===== config.mk =====
export PLATFORM = sky130hd
export DESIGN_NAME = load_req_scheduler
export DESIGN_NICKNAME = d
export VERILOG_FILES = /design/src/rtl/load_req_scheduler.sv
export SDC_FILE = /design/constraint.sdc
export NUM_CORES = 1
export LEC_CHECK = 0
export CAP_MARGIN = 20
export CORE_MARGIN = 4
export CORE_UTILIZATION = 45
export DETAILED_ROUTE_END_ITERATION = 16
export PLACE_DENSITY = 0.94
export SYNTH_ARGS = -nofsm -noshare
export SYNTH_HDL_FRONTEND = slang
export SYNTH_SLANG_ARGS = --single-unit
export TNS_END_PERCENT = 5

===== constraint.sdc =====
create_clock -name clk -period 7.1 [get_ports clk]
set_clock_uncertainty 0.05 [all_clocks]
set_input_delay 1.42 -clock clk [delete_from_list [all_inputs] [get_ports clk]]
set_output_delay 1.42 -clock clk [all_outputs]
set_load 0.03 [all_outputs]

===== src/rtl/load_req_scheduler.sv =====
// Purpose: round-robin arbiter for DRAM->SRAM load commands; runs one AXI read burst at a time and reports completion.
// Latency: accept -> AR one cycle later; done_vld pulses the cycle after the rlast beat (3 + AR wait + len cycles).
// Backpressure: a command is taken only in IDLE (one-hot req_rdy pulse); AR holds until arrdy; rrdy is high only in DATA.
// Optional feature: define LOAD_SCHED_RETRY_EN to reissue failing bursts up to MAX_RETRY times.
module load_req_scheduler #(
`ifdef LOAD_SCHED_RETRY_EN
    parameter int MAX_RETRY = 3,
`endif
    parameter int NREQ = 2
) (
    input  logic                clk,
    input  logic                rst,
    input  logic [NREQ-1:0]     req_vld,
    output logic [NREQ-1:0]     req_rdy,
    input  logic [NREQ*12-1:0]  req_dram_addr,
    input  logic [NREQ*8-1:0]   req_len,
    input  logic [NREQ*3-1:0]   req_size,
    input  logic [NREQ*2-1:0]   req_sram_type,
    output logic [7:0]          axi_arid,
    output logic [11:0]         axi_araddr,
    output logic [7:0]          axi_arlen,
    output logic [2:0]          axi_arsize,
    output logic [1:0]          axi_arburst,
    output logic                axi_arvld,
    input  logic                axi_arrdy,
    input  logic [7:0]          axi_rid,
    input  logic [1:0]          axi_rresp,
    input  logic                axi_rlast,
    input  logic                axi_rvld,
    output logic                axi_rrdy,
    output logic [1:0]          lb_sram_type,
    output logic                lb_busy,
    output logic                done_vld,
    output logic [NREQ-1:0]     done_req,
    output logic                done_err
);

    localparam logic [1:0] ST_IDLE = 2'd0;
    localparam logic [1:0] ST_AR   = 2'd1;
    localparam logic [1:0] ST_DATA = 2'd2;
    localparam logic [1:0] ST_DONE = 2'd3;

    logic [1:0]       state;
    logic [1:0]       rr_ptr;
    logic [5:0]       txn_tag;
    logic [1:0]       grant_idx;
    logic [NREQ-1:0]  grant_oh;
    logic [7:0]       cur_arid;
    logic [7:0]       beat_cnt;
    logic             err;
`ifdef LOAD_SCHED_RETRY_EN
    logic [1:0]       retry_cnt;
`endif

    // Arbitration results
    logic             gnt_found;
    logic [1:0]       gnt_idx;
    logic [1:0]       rr_nxt;
    logic [NREQ-1:0]  gnt_oh;
    logic [11:0]      sel_addr;
    logic [7:0]       sel_len;
    logic [2:0]       sel_size;
    logic [1:0]       sel_type;

    // Error accumulation for the beat currently on the R channel
    logic             beat_err;
    logic             fin_err;

    // Round-robin pick: first valid requester at or after rr_ptr, plus its payload
    always_comb begin
        gnt_found = 1'b0;
        gnt_idx   = 2'd0;
        gnt_oh    = '0;
        sel_addr  = 12'd0;
        sel_len   = 8'd0;
        sel_size  = 3'd0;
        sel_type  = 2'd0;
        for (int i = 0; i < NREQ; i++) begin
            for (int j = 0; j < NREQ; j++) begin
                if (!gnt_found && req_vld[j] && (j == (int'(rr_ptr) + i) % NREQ)) begin
                    gnt_found = 1'b1;
                    gnt_idx   = 2'(j);
                end
            end
        end
        for (int j = 0; j < NREQ; j++) begin
            gnt_oh[j] = gnt_found && (int'(gnt_idx) == j);
            if (gnt_oh[j]) begin
                sel_addr = req_dram_addr[12*j +: 12];
                sel_len  = req_len[8*j +: 8];
                sel_size = req_size[3*j +: 3];
                sel_type = req_sram_type[2*j +: 2];
            end
        end
        rr_nxt = 2'((int'(gnt_idx) + 1) % NREQ);
    end

    // Per-beat and end-of-burst error terms; rid is checked against the id actually issued
    always_comb begin
        beat_err = err || (axi_rresp != 2'b00) || (axi_rid != cur_arid);
        fin_err  = beat_err || (beat_cnt != axi_arlen);
    end

    // Main sequencer: grant, AR handshake, beat counting, retry/complete decision
    always_ff @(posedge clk or posedge rst) begin
        if (rst) begin
            state        <= ST_IDLE;
            rr_ptr       <= 2'd0;
            txn_tag      <= 6'd0;
            grant_idx    <= 2'd0;
            grant_oh     <= '0;
            cur_arid     <= 8'd0;
            beat_cnt     <= 8'd0;
            err          <= 1'b0;
            axi_araddr   <= 12'd0;
            axi_arlen    <= 8'd0;
            axi_arsize   <= 3'd0;
            lb_sram_type <= 2'd0;
`ifdef LOAD_SCHED_RETRY_EN
            retry_cnt    <= 2'd0;
`endif
        end else begin
            case (state)
                ST_IDLE: begin
                    if (gnt_found) begin
                        grant_idx    <= gnt_idx;
                        grant_oh     <= gnt_oh;
                        axi_araddr   <= sel_addr;
                        axi_arlen    <= sel_len;
                        axi_arsize   <= sel_size;
                        lb_sram_type <= sel_type;
                        rr_ptr       <= rr_nxt;
                        state        <= ST_AR;
                    end
                end
                ST_AR: begin
                    if (axi_arrdy) begin
                        cur_arid <= axi_arid;
                        txn_tag  <= txn_tag + 6'd1;
                        beat_cnt <= 8'd0;
                        err      <= 1'b0;
                        state    <= ST_DATA;
                    end
                end
                ST_DATA: begin
                    if (axi_rvld) begin
                        beat_cnt <= beat_cnt + 8'd1;
                        if (axi_rlast) begin
                            err <= fin_err;
`ifdef LOAD_SCHED_RETRY_EN
                            if (fin_err && (retry_cnt < 2'(MAX_RETRY))) begin
                                retry_cnt <= retry_cnt + 2'd1;
                                state     <= ST_AR;
                            end else begin
                                state     <= ST_DONE;
                            end
`else
                            state <= ST_DONE;
`endif
                        end else begin
                            err <= beat_err;
                        end
                    end
                end
                default: begin
`ifdef LOAD_SCHED_RETRY_EN
                    retry_cnt <= 2'd0;
`endif
                    state <= ST_IDLE;
                end
            endcase
        end
    end

    // State-decoded outputs; req_rdy is forced low while reset is asserted
    always_comb begin
        req_rdy     = (state == ST_IDLE && !rst) ? gnt_oh : '0;
        axi_arid    = {txn_tag, grant_idx};
        axi_arvld   = (state == ST_AR);
        axi_arburst = axi_arvld ? 2'b01 : 2'b00;
        axi_rrdy    = (state == ST_DATA);
        lb_busy     = (state != ST_IDLE);
        done_vld    = (state == ST_DONE);
        done_req    = done_vld ? grant_oh : '0;
        done_err    = done_vld && err;
    end

endmodule


Word level (Yosys, flattened, before mapping) --
Cells that the tools add are included. W data, S select, Z words.
Storage, ports and cells: logic and storage cells 87, register bits after elaboration 55, bits of input ports 67, output and inout port bits 44
Operators by class: reductions and logical operators 29, equal/unequal tests 11, add/sub/neg operators 4, mux-type cells 30, bitwise logic cells 1
Operators by type and width (number):
- $logic_not A32 Y1 | 2
- $mux W8 | 4
- $mux W12 | 2
- $mux W2 | 10
- $ne A8 B8 Y1 | 2
- $pmux W8 S2 | 1
- $logic_and A1 B1 Y1 | 11
- $mux W1 | 9
- $add A8 B1 Y8 const B | 1
- $add A6 B1 Y6 const B | 1
- $eq A2 B2 Y1 const B | 3
- $mux W3 | 2
- $ne A2 B2 Y1 const B | 3
- $pmux W2 S3 | 1
- $reduce_bool A2 Y1 | 3
- $logic_not A1 Y1 | 4
- $logic_not A2 Y1 | 2
- $reduce_and A2 Y1 | 2
- $reduce_and A4 Y1 | 1
- $logic_or A1 B1 Y1 | 3
- $reduce_and A3 Y1 | 1
- $add A1 B1 Y1 const B | 2
- $eq A2 B1 Y1 const B | 1
- $eq A2 B2 Y1 const A | 1
- other kinds (3) | 3

Longest topological paths before layout --
depth in word-level cells 19, gate-level depth with buffers 8

Worst setup path after synthesis --
No wires, ideal clock.
path kind in2out, start input rst, end output req_rdy[0], stages on the path 2, arrival 2.987 ns, data required time 5.630 ns, path slack 2.643 ns, cell sequence inv_1 -> and2_1
Between the ends: cells in the longest elaborated chain, start to end 3
RTL lines:
- start, declared | RTL line 12 | input logic rst,
- $logic_not A1 Y1 | RTL line 177 | req_rdy = (state == ST_IDLE && !rst) ? gnt_oh : '0;
- $logic_and A1 B1 Y1 | RTL line 177
- $mux W2 | RTL line 177
- end, declared | RTL line 14 | output logic [NREQ-1:0] req_rdy,
Every way passes these cells.

Worst setup path in the final report --
start input req_vld[0], end output req_rdy[0]
Between the ends: cells in the longest elaborated chain, start to end 17
RTL lines:
- start, declared | RTL line 13 | input logic [NREQ-1:0] req_vld,
- $logic_and A1 B1 Y1 | RTL line 80 | if (!gnt_found && req_vld[j] && (j == (int'(rr_ptr) + i) % NREQ)) begin
- $mux W1 | RTL line 80
- $logic_not A1 Y1 | RTL line 80
- $logic_and A1 B1 Y1 (2 in series) | RTL line 80
- $mux W1 | RTL line 80
- $logic_not A1 Y1 | RTL line 80
- $logic_and A1 B1 Y1 (2 in series) | RTL line 80
- $mux W1 | RTL line 80
- $logic_not A1 Y1 | RTL line 80
- $logic_and A1 B1 Y1 (2 in series) | RTL line 80
- $mux W2 | RTL line 80
- $logic_not A2 Y1 | RTL line 87 | gnt_oh[j] = gnt_found && (int'(gnt_idx) == j);
- $logic_and A1 B1 Y1 * | RTL line 87
- $mux W2 * | RTL line 177
Every way passes the cells marked *; elsewhere a longest branch is shown, timed or not.

==> flow_summary.json <==
{
  "status": "finished clean",
  "clkLatencyLatePin_ns": 0.31,
  "cp.required_ns": 5.63,
  "synth-edff-count": 0,
  "pin_count": 111,
  "dp_hpwl_um": 5280,
  "root_buffer": "clkbuf_8",
  "synth.area.top_cells": "dfrtp_1 53%, a222oi_1 10%, xnor2_1 7.7%",
  "dpl_cell_area_um2": 3650,
  "whs_ns": 0.443,
  "rsz0062_at_grt": "no",
  "r2r_start": "state[1]$_DFFE_PP0P_",
  "syn_area_um2": 2500,
  "fin_crit_ns": 4.53,
  "pre_cts_slack_ns": 2.61,
  "drv_slew": 0,
  "die_w_um": 82.5,
  "dp.cells": 397,
  "hold_path_class": "register to register",
  "synth_most_common_cell": "dfrtp_1",
  "p_total_mw": 1.66,
  "syn_to_final_growth_pct": 52.3,
  "min_from": "grant_oh[0]$_DFFE_PP0P_",
  "synth_top_area_cell": "dfrtp_1",
  "antenna_found_initial": 0,
  "cts_resized": 0,
  "drt-total-wl_um": 7150,
  "route.detailed.drc": 0,
  "cts_buffers": 5,
  "critPathMaxFanout": 4,
  "crit_top_cell": "clkdlybuf4s50_1",
  "ys_top_cells_by_count": "53 x dfrtp_1, 31 x inv_1, 25 x a222oi_1, 22 x xnor2_1, 13 x nand2_1",
  "grt_max_degree": 41,
  "start_kind": "primary input",
  "cts_buffer_depth": 2,
  "leakagePower_nw": 1.70,
  "h-tree-depth": 2,
  "fin_cells": 406,
  "ant_nets": 0,
  "final_nets": 408,
  "arrival_ns": 3.06,
  "die-area_um2": 6810,
  "async_flop_share_pct": 100,
  "rows": 26,
  "finalWorstSetupSlack_ns": 2.57,
  "finalSetupViolations": 0,
  "synthCells": 226,
  "port_buffers": 108,
  "place.gp.congestion": 0.836,
  "ys_types": 32,
  "setup_tns_ns": 0,
  "wire_per_inst_um": 17.6,
  "vdd_drop_max_v": 0.000259,
  "chipHeight_um": 82.5,
  "track_usage_pct": 21.7,
  "drt_first_pass_iters": 7,
  "synth_top_area_share_pct": 53.1,
  "fin_area_um2": 3800,
  "grt_pass1_vias": 2434,
  "crit_path_top_delay_cell": "clkdlybuf4s50_1",
  "fin_util_pct": 72.6,
  "cts_setup_buffers": 0,
  "maxCapViolCount": 0,
  "synth-seq-cells": 53,
  "hold_buffers": 0,
  "finalCritPeriodShare_pct": 63.7,
  "final_hold_viol_count": 0,
  "nFillCells": 355,
  "viasPerCell": 5.58,
  "ys.flop_type": "dfrtp_1",
  "num_vias": 2266,
  "powerDensity_nw_per_um2": 437,
  "yosys_warnings": 0,
  "crit_start": "req_vld[0]",
  "first_iter_violations": 247,
  "cts.sinks": 53,
  "tightest_slew_ns": 0.893,
  "initial_core_util_pct": 47.7,
  "max-slew-margin-rel_pct": 40.0,
  "overflow": 0,
  "clkTransAtPathRegs_ns": 0.10,
  "max_freq_ghz": 0.221,
  "slowest_delay_ns": 0.68,
  "syn_avg_cell_area_um2": 11.1,
  "path_class": "primary input to output port",
  "num_antenna_cells": 0,
  "path_cells": "clkdlybuf4s50_1 > nand2_1 > a21oi_2 > and2_1 > clkdlybuf4s50_1",
  "grt_pass1_wl_um": 11300,
  "ys_seq_area_share_pct": 53.1,
  "cp-end-kind": "output port",
  "drive_gt1_share_pct": 7.74,
  "coreArea_um2": 5240,
  "cts_tree": "built"
}
## where the power goes
part | internal (mW) | total, mW | switching, mW
logic | 0.388 | 0.886 | 0.498
clock network | 0.142 | 0.243 | 0.101
registers | 0.426 | 0.532 | 0.106
## flip-flops by register name, indices dropped and copies added, names as in the netlist
signal / cells
axi_araddr: 12
axi_arlen: 8
beat_cnt: 8
cur_arid: 7
txn_tag: 6
axi_arsize: 3
grant_oh: 2
lb_sram_type: 2
state: 2
err: 1
grant_idx: 1
rr_ptr: 1
## worst max-delay path: cells and delay by family
family | cells | cell delay, ns
AND/OR/NAND/NOR | 2 | 0.24
AO/OA/AOI/OAI | 1 | 0.15
buffers and inverters | 2 | 1.24
## layer usage
layer | up-vias | wire (µm) | share of wire, % | track usage, %
met1 | 1101 | 2710 | 38 | 25.8
met2 | 124 | 3700 | 52 | 37.7
li1 | 1026 | - | - | -
met4 | 0 | 122 | 1.7 | 8.33
met5 | - | 0 | 0 | 0
met3 | 15 | 613 | 8.6 | 5.21
## cell families (layout without fill, tap and decap cells)
| group | Yosys count | in the layout | synth area share, % |
|---|---|---|---|
| muxes | 8 | 8 | 3.61 |
| buffers and inverters | 42 | 151 | 6.76 |
| xor gates and xnor gates | 24 | 24 | 8.42 |
| AOI/OAI and AO/OA | 44 | 44 | 14.7 |
| adders and majority gates | 6 | 6 | 3.01 |
| other | 1 | 2 | 0.150 |
| DFF | 53 | 53 | 53.1 |
| and+or+nand+nor | 48 | 48 | 10.2 |
## area by class of cell
| class | count | area, µm² | share of cell area (%) |
|---|---|---|---|
| clock buffer | 5 | 68.8 | 1.81 |
| clock inverter | 3 | 68.8 | 1.81 |
| tap | 70 | 87.6 | 2.30 |
| multi-input combinational | 132 | 1020 | 26.7 |
| sequential | 53 | 1330 | 34.9 |
| timing repair buffer | 112 | 1120 | 29.4 |
| inverter | 31 | 116 | 3.06 |
## cells in the final DEF, fill, tap and decap left out, types with 3 or more instances in the layout
cell type        Yosys  layout
and2_1               6       6
clkbuf_8             0       5
dfrtp_1             53      53
nand2_1             13      13
clkdlybuf4s50_1      0     108
inv_1               31      30
buf_4                3       3
a21oi_1              5       3
xnor2_1             22      22
o21ai_0              6       5
mux2_2               8       8
a222oi_1            25      25
ha_1                 6       6
nor2_1               6       6
nand4_1              8       8
a21o_1               3       3
## final timing paths
path	endpoint	slack (ns)	cells after the start
min in group asynchronous	axi_arsize[0]$_DFFE_PP0P_	1.32	2
hold / removal	grant_oh[0]$_DFFE_PP0P_	0.44	1
setup / recovery	req_rdy[0]	2.57	5
max in group asynchronous	txn_tag[2]$_DFFE_PP0P_	4.88	3
setup reg to reg	beat_cnt[7]$_DFFE_PP0P_	4.72	6
hold reg to reg	grant_oh[0]$_DFFE_PP0P_	0.44	1
Power figures use the tool's default switching activity.
